$ cat src/rtl/operand_fetch_pkg.sv
// Shared CPU package: opcodes, instruction field layout, register index width.
// Used by operand_fetch and the ALU.
package operand_fetch_pkg;

  localparam int XLEN  = 32;
  localparam int REG_W = 4;

  localparam logic [7:0] OP_LD  = 8'h01;
  localparam logic [7:0] OP_ADD = 8'h03;
  localparam logic [7:0] OP_SUB = 8'h04;
  localparam logic [7:0] OP_AND = 8'h05;
  localparam logic [7:0] OP_OR  = 8'h06;
  localparam logic [7:0] OP_XOR = 8'h07;
  localparam logic [7:0] OP_NOT = 8'h08;
  localparam logic [7:0] OP_SL  = 8'h09;
  localparam logic [7:0] OP_SR  = 8'h0A;

  localparam int OP_HI   = 31;
  localparam int OP_LO   = 24;
  localparam int RD_HI   = 23;
  localparam int RD_LO   = 20;
  localparam int RS1_HI  = 19;
  localparam int RS1_LO  = 16;
  localparam int RS2_HI  = 15;
  localparam int RS2_LO  = 12;
  localparam int IMM_SEL = 11;
  localparam int IMM_HI  = 10;
  localparam int IMM_LO  = 0;

  typedef struct packed {
    logic [7:0]       op;
    logic [REG_W-1:0] rd;
    logic [REG_W-1:0] rs1;
    logic [REG_W-1:0] rs2;
    logic             use_imm;
    logic [10:0]      imm;
  } dec_t;

  function automatic dec_t decode(input logic [XLEN-1:0] w);
    dec_t d;
    d.op      = w[OP_HI:OP_LO];
    d.rd      = w[RD_HI:RD_LO];
    d.rs1     = w[RS1_HI:RS1_LO];
    d.rs2     = w[RS2_HI:RS2_LO];
    d.use_imm = w[IMM_SEL];
    d.imm     = w[IMM_HI:IMM_LO];
    return d;
  endfunction

  function automatic logic is_legal(input logic [7:0] op);
    logic ok;
    unique case (op)
      OP_LD, OP_ADD, OP_SUB, OP_AND, OP_OR,
      OP_XOR, OP_NOT, OP_SL, OP_SR: ok = 1'b1;
      default:                      ok = 1'b0;
    endcase
    return ok;
  endfunction

endpackage

$ cat src/rtl/operand_fetch_regfile_2r1w.sv
// Register array: two async read ports, one sync write port.
// Register 0 always reads as zero and ignores writes.
module regfile_2r1w
  import operand_fetch_pkg::*;
#(
  parameter int NREGS = 16
) (
  input  logic             clk,
  input  logic             rst,
  input  logic [REG_W-1:0] raddr1,
  output logic [XLEN-1:0]  rdata1,
  input  logic [REG_W-1:0] raddr2,
  output logic [XLEN-1:0]  rdata2,
  input  logic             we,
  input  logic [REG_W-1:0] waddr,
  input  logic [XLEN-1:0]  wdata
);

  logic [XLEN-1:0] mem [NREGS];

  // clear on reset, otherwise write any register but r0
  always_ff @(posedge clk) begin
    if (rst) begin
      for (int i = 0; i < NREGS; i++) mem[i] <= '0;
    end else if (we && waddr != '0) begin
      mem[waddr] <= wdata;
    end
  end

  assign rdata1 = (raddr1 == '0) ? '0 : mem[raddr1];
  assign rdata2 = (raddr2 == '0) ? '0 : mem[raddr2];

endmodule

$ cat src/rtl/operand_fetch.sv
// Operand fetch: decode, scoreboard, register read, one-entry issue slot.
// Define OPF_BYPASS_EN to forward same-cycle writeback data into the fetch.
module operand_fetch
  import operand_fetch_pkg::*;
#(
  parameter int NREGS = 16
) (
  input  logic             clk,
  input  logic             rst,
  input  logic             in_valid,
  output logic             in_ready,
  input  logic [XLEN-1:0]  instr,
  output logic             out_valid,
  input  logic             out_ready,
  output logic [7:0]       op,
  output logic [XLEN-1:0]  a,
  output logic [XLEN-1:0]  b,
  output logic [REG_W-1:0] rd,
  input  logic             wb_en,
  input  logic [REG_W-1:0] wb_addr,
  input  logic [XLEN-1:0]  wb_data,
  output logic             illegal
);

  dec_t            d;
  logic            legal;
  logic            no_b;
  logic            imm_b;
  logic            uses_rs2;
  logic            hit1;
  logic            hit2;
  logic            hitd;
  logic            hazard;
  logic            xfer;
  logic            load;
  logic [XLEN-1:0] rf1;
  logic [XLEN-1:0] rf2;
  logic [XLEN-1:0] opa;
  logic [XLEN-1:0] opb;
  logic [NREGS-1:0] busy;

  assign d        = decode(instr);
  assign legal    = is_legal(d.op);
  assign no_b     = (d.op == OP_LD) || (d.op == OP_NOT);
  assign imm_b    = !no_b && d.use_imm;
  assign uses_rs2 = !no_b && !d.use_imm;

  regfile_2r1w #(
    .NREGS (NREGS)
  ) u_rf (
    .clk    (clk),
    .rst    (rst),
    .raddr1 (d.rs1),
    .rdata1 (rf1),
    .raddr2 (d.rs2),
    .rdata2 (rf2),
    .we     (wb_en),
    .waddr  (wb_addr),
    .wdata  (wb_data)
  );

`ifdef OPF_BYPASS_EN
  assign hit1 = wb_en && (wb_addr == d.rs1) && (d.rs1 != '0);
  assign hit2 = wb_en && (wb_addr == d.rs2) && (d.rs2 != '0);
  assign hitd = wb_en && (wb_addr == d.rd);
`else
  assign hit1 = 1'b0;
  assign hit2 = 1'b0;
  assign hitd = 1'b0;
`endif

  assign hazard = legal && (
    (busy[d.rs1] && !hit1) ||
    (uses_rs2 && busy[d.rs2] && !hit2) ||
    (busy[d.rd] && !hitd));

  assign in_ready = !rst && (!out_valid || out_ready) && !hazard;
  assign xfer     = in_valid && in_ready;
  assign load     = xfer && legal;

  assign opa = hit1 ? wb_data : rf1;

  // second operand: zero, immediate or rs2
  always_comb begin
    opb = '0;
    unique case (1'b1)
      no_b:    opb = '0;
      imm_b:   opb = {21'b0, d.imm};
      default: opb = hit2 ? wb_data : rf2;
    endcase
  end

  // scoreboard: writeback clears, issue sets (issue wins)
  always_ff @(posedge clk) begin
    if (rst) begin
      busy <= '0;
    end else begin
      if (wb_en) busy[wb_addr] <= 1'b0;
      if (load && d.rd != '0) busy[d.rd] <= 1'b1;
    end
  end

  // issue slot and illegal-opcode pulse
  always_ff @(posedge clk) begin
    if (rst) begin
      out_valid <= 1'b0;
      op        <= '0;
      a         <= '0;
      b         <= '0;
      rd        <= '0;
      illegal   <= 1'b0;
    end else begin
      illegal <= xfer && !legal;
      if (load) begin
        out_valid <= 1'b1;
        op        <= d.op;
        a         <= opa;
        b         <= opb;
        rd        <= d.rd;
      end else if (out_ready) begin
        out_valid <= 1'b0;
      end
    end
  end

endmodule
$ cat config.mk
export PLATFORM = sky130hd
export DESIGN_NAME = operand_fetch
export DESIGN_NICKNAME = d
export VERILOG_FILES = /design/src/rtl/operand_fetch_pkg.sv /design/src/rtl/operand_fetch_regfile_2r1w.sv /design/src/rtl/operand_fetch.sv
export SDC_FILE = /design/constraint.sdc
export NUM_CORES = 1
export LEC_CHECK = 0
export CAP_MARGIN = 10
export CORE_MARGIN = 5
export CORE_UTILIZATION = 50
export DETAILED_ROUTE_END_ITERATION = 8
export PLACE_DENSITY = 0.71
export REMOVE_ABC_BUFFERS = 1
export SYNTH_ARGS = -nofsm -noshare
export SYNTH_HDL_FRONTEND = slang
export SYNTH_SLANG_ARGS = --single-unit
$ cat constraint.sdc
create_clock -name clk -period 2.6 [get_ports clk]
set_input_delay 0.39 -clock clk [delete_from_list [all_inputs] [get_ports clk]]
set_output_delay 0.39 -clock clk [all_outputs]
set_load 0.05 [all_outputs]
==> reports/results.tsv <==
stage	metric	value	unit
setup_path	critical-path cell list	buf_4 > buf_4 > mux4_2 > nor2_1 > nor4bb_1 > or4_4 > a21boi_4 > buf_12	
timing	WHS	0.237	ns
setup_path	delay-heaviest family, CP	simple AND/OR/NAND/NOR gates	
global_routing	Total GRT Usage	27.5	%
final_layout	commonest non-fill, non-tap cells in the layout	edfxtp_1 (512), and2_1 (481), mux4_2 (265)	
drt	Routed Antenna Nets	0	
floorplan	IO Pins	152	
timing	Setup Skew	0.0227	ns
synth	Post-synth top flop	edfxtp_1	
final_layout	commonest non-fill, non-tap cell in the layout	edfxtp_1	
cts	CTS tree	built	
pwr	sequential share of power	46.7	%
timing	min Tclk post-route	3.08	ns
global_routing	largest net degree at the start of global routing	104	
cts	CTS Buf Count	66	
cts	Clock Sinks	606	
timing	Slew @ Worst Pin	0.882	ns
synth	Synth Instances	2203	
setup_path	slowest CP cell	or4_4	
global_routing	global-route wire length before repair	139000	µm
drt	vias per inst	6.27	
synth	asr flop ratio synth	0	%
synth	Netlist cell types	47	
timing	fmax	325	MHz
timing	Final Hold Vio Count	0	
timing	Setup TNS Final	-16.35	ns
final_layout	share of post-route cells with drive strength above 1	26.4	%
pwr	Clock Power Share	42.2	%
drt	WL/cell	28.2	µm
timing	worst setup margin	-0.481	ns
setup_path	WP data arrival	2.69	ns
placement	IO Port Bufs	151	
synth	Post-Syn Area	31300	µm²
final_layout	multi-input logic area	13400	µm²
pwr	Pint	18.6	mW
synth	Ys Warns	0	
cts	post-cts hold buffer count	0	
setup_path	Setup crit end kind	output port	
setup_path	CP max stage delay	0.52	ns
cts	Clock Latency Late Sink	0.62	ns
final_layout	Final Core Density	60.8	%
floorplan	Initial Util	50.6	%
synth	EDFF count, synth	512	
setup_path	Req. time, crit path	2.21	ns
setup_path	worst-path fanout max	3	
global_routing	initial antenna violation count	3	
pwr	Peak VDD IR	0.432	mV
setup_path	Setup crit start kind	register	
cts	Clock Path Buffers	3	
setup_path	Worst Path Buf+Inv	3	
placement	pre-CTS setup slack	-0.898	ns
run_status	status	finished, violations left	
cts	CTS root buf	clkbuf_16	
timing	crit share post-route	119	%
hold_path	HP Class	input pin to register	
pwr	Lkg Pwr	13.2	nW
synth	Seq cells post-synth	606	
pwr	Switch Pwr	5.59	mW
floorplan	die area	67700	µm²
setup_path	Crit path top cell by count	buf_4	
drt	drt total wl	92900	µm
cts	H-tree depth	3	
drt	DR iter-0 viols	2232	
pwr	Final Total Pwr	24.2	mW
synth	Avg Cell Area, Syn	14.2	µm²
floorplan	num rows	91	
timing	Rel. slew slack	41.2	%
timing	final setup vio count	76	
final_layout	Reg area	17300	µm²
final_layout	Layout Nets	2478	
floorplan	Die Wd	260	µm
pwr	Power Density	642	nW/µm²
synth	Seq/Total Area, Yosys	55.1	%
placement	HPWL Detailed	58100	µm
drt	DR vias	20700	
floorplan	core region area	61800	µm²
run_status	violated checks	setup timing	
setup_path	crit path kind	register to output port	
drt	DRC	0	
placement	GPL Wtd Cong	0.873	
final_layout	filler instances	4551	
global_routing	gr ovfl total	0	
cts	clock slew at reported path FFs	0.06	ns
timing	fin. max-slew vios	0	
drt	drt first pass iters	7	
final_layout	area delta synth->final	20.1	%
job	max cap viols	0	
pwr	Switching Share	23.1	%
timing	RSZ-0062 raised after global routing	true	
global_routing	vias in the first global route	21600	
pwr	Comb pwr share	11.1	%
floorplan	die height	260	µm
## routing by layer
layer  wire (µm)  global-route usage (%)  up-vias
li1            -                       -     8729
met1       35700                    37.2    10600
met2       44800                    44.9     1181
met3        9440                    5.64      205
met4        2950                    9.11        0
met5           0                       0        -
## area by class of cell
type / count / share of cell area, %
multi-input cells: 1404 / 35.5
clock inverters: 38 / 1.44
diodes: 3 / 0.0200
inverters: 9 / 0.0898
flip-flops and latches: 606 / 45.9
repair buffers: 318 / 9.44
well taps: 837 / 2.79
clock buffers: 84 / 4.79
## flip-flops by register name, summed over array words and instances (netlist names)
signal,count
illegal,1
b,32
rd,4
u_rf.mem,512
busy,16
out_valid,1
op,8
a,32
## worst min-delay path, cell delays in order
cell and delay, ns:
buf_6 0.12, nor2b_1 0.07, buf_4 0.13, nand2_1 0.06, nor2_1 0.03
## metrics by stage
step | area (µm²) | cells
floorplan | 30500 | 2019
global placement | 35200 | 3167
detailed placement | 35200 | 3167
CTS | 37600 | 3296
global route | 37600 | 3298
finish | 37600 | 3299
## worst paths after layout
kind              startpoint       end  slack [ns]  depth (start not counted)
hold / removal           rst   illegal        0.24                          5
setup / recovery     busy[8]  in_ready       -0.48                          8
hold reg to reg        op[7]     op[7]        0.48                          1
setup reg to reg    busy[12]     a[21]       -0.33                          9
## synth_stat cells (6+ instances only)
cell | n | area share [%]
or2_2 | 10 | 0.20
nand2b_1 | 8 | 0.16
mux4_2 | 265 | 19
nand2_1 | 83 | 1.0
o211ai_1 | 53 | 1.3
o21ai_1 | 98 | 1.6
nor2_1 | 28 | 0.34
buf_1 | 19 | 0.23
a311oi_1 | 7 | 0.20
nor2b_1 | 69 | 1.4
a21oi_1 | 33 | 0.53
nand3_1 | 12 | 0.19
and2_1 | 481 | 9.6
inv_1 | 8 | 0.096
o32ai_1 | 6 | 0.17
a21o_1 | 9 | 0.22
dfxtp_1 | 94 | 6.0
nor3b_1 | 7 | 0.17
mux2_2 | 54 | 1.9
o31ai_1 | 9 | 0.22
edfxtp_1 | 512 | 49
mux2i_1 | 76 | 2.4
clkbuf_1 | 155 | 1.9
o21ai_0 | 26 | 0.42
buf_2 | 37 | 0.59
## timing repair
item	in CTS	in global routing
setup endpoints to repair	76	83
gates resized for setup	13	4
setup buffers	7	0
pin swaps	6	0
## power groups by stage
| stage | Clock [mW] | Combinational, mW | Sequential [mW] |
|---|---|---|---|
| CTS | 10.3 | 2.67 | 11.3 |
| finish | 10.2 | 2.68 | 11.3 |
| global placement | 0 | 2.63 | 11.4 |
| floorplan | 0 | 1.34 | 11.4 |
| detailed placement | 0 | 2.66 | 11.5 |
| global route | 10.7 | 2.82 | 11.3 |
## logic make-up (layout without fill, tap and decap cells)
logic type             after synthesis  in the layout  share of synthesized area, %
AO/OA/AOI/OAI                      262            262                          5.10
XOR/XNOR                             1              1                        0.0280
buffers and inverters              224            449                          2.91
flip-flops                         606            606                          55.1
multiplexers                       395            395                          23.4
other                                1             35                        0.0120
AND/OR/NAND/NOR                    714            714                          13.4
Power figures use the tool's default switching activity.
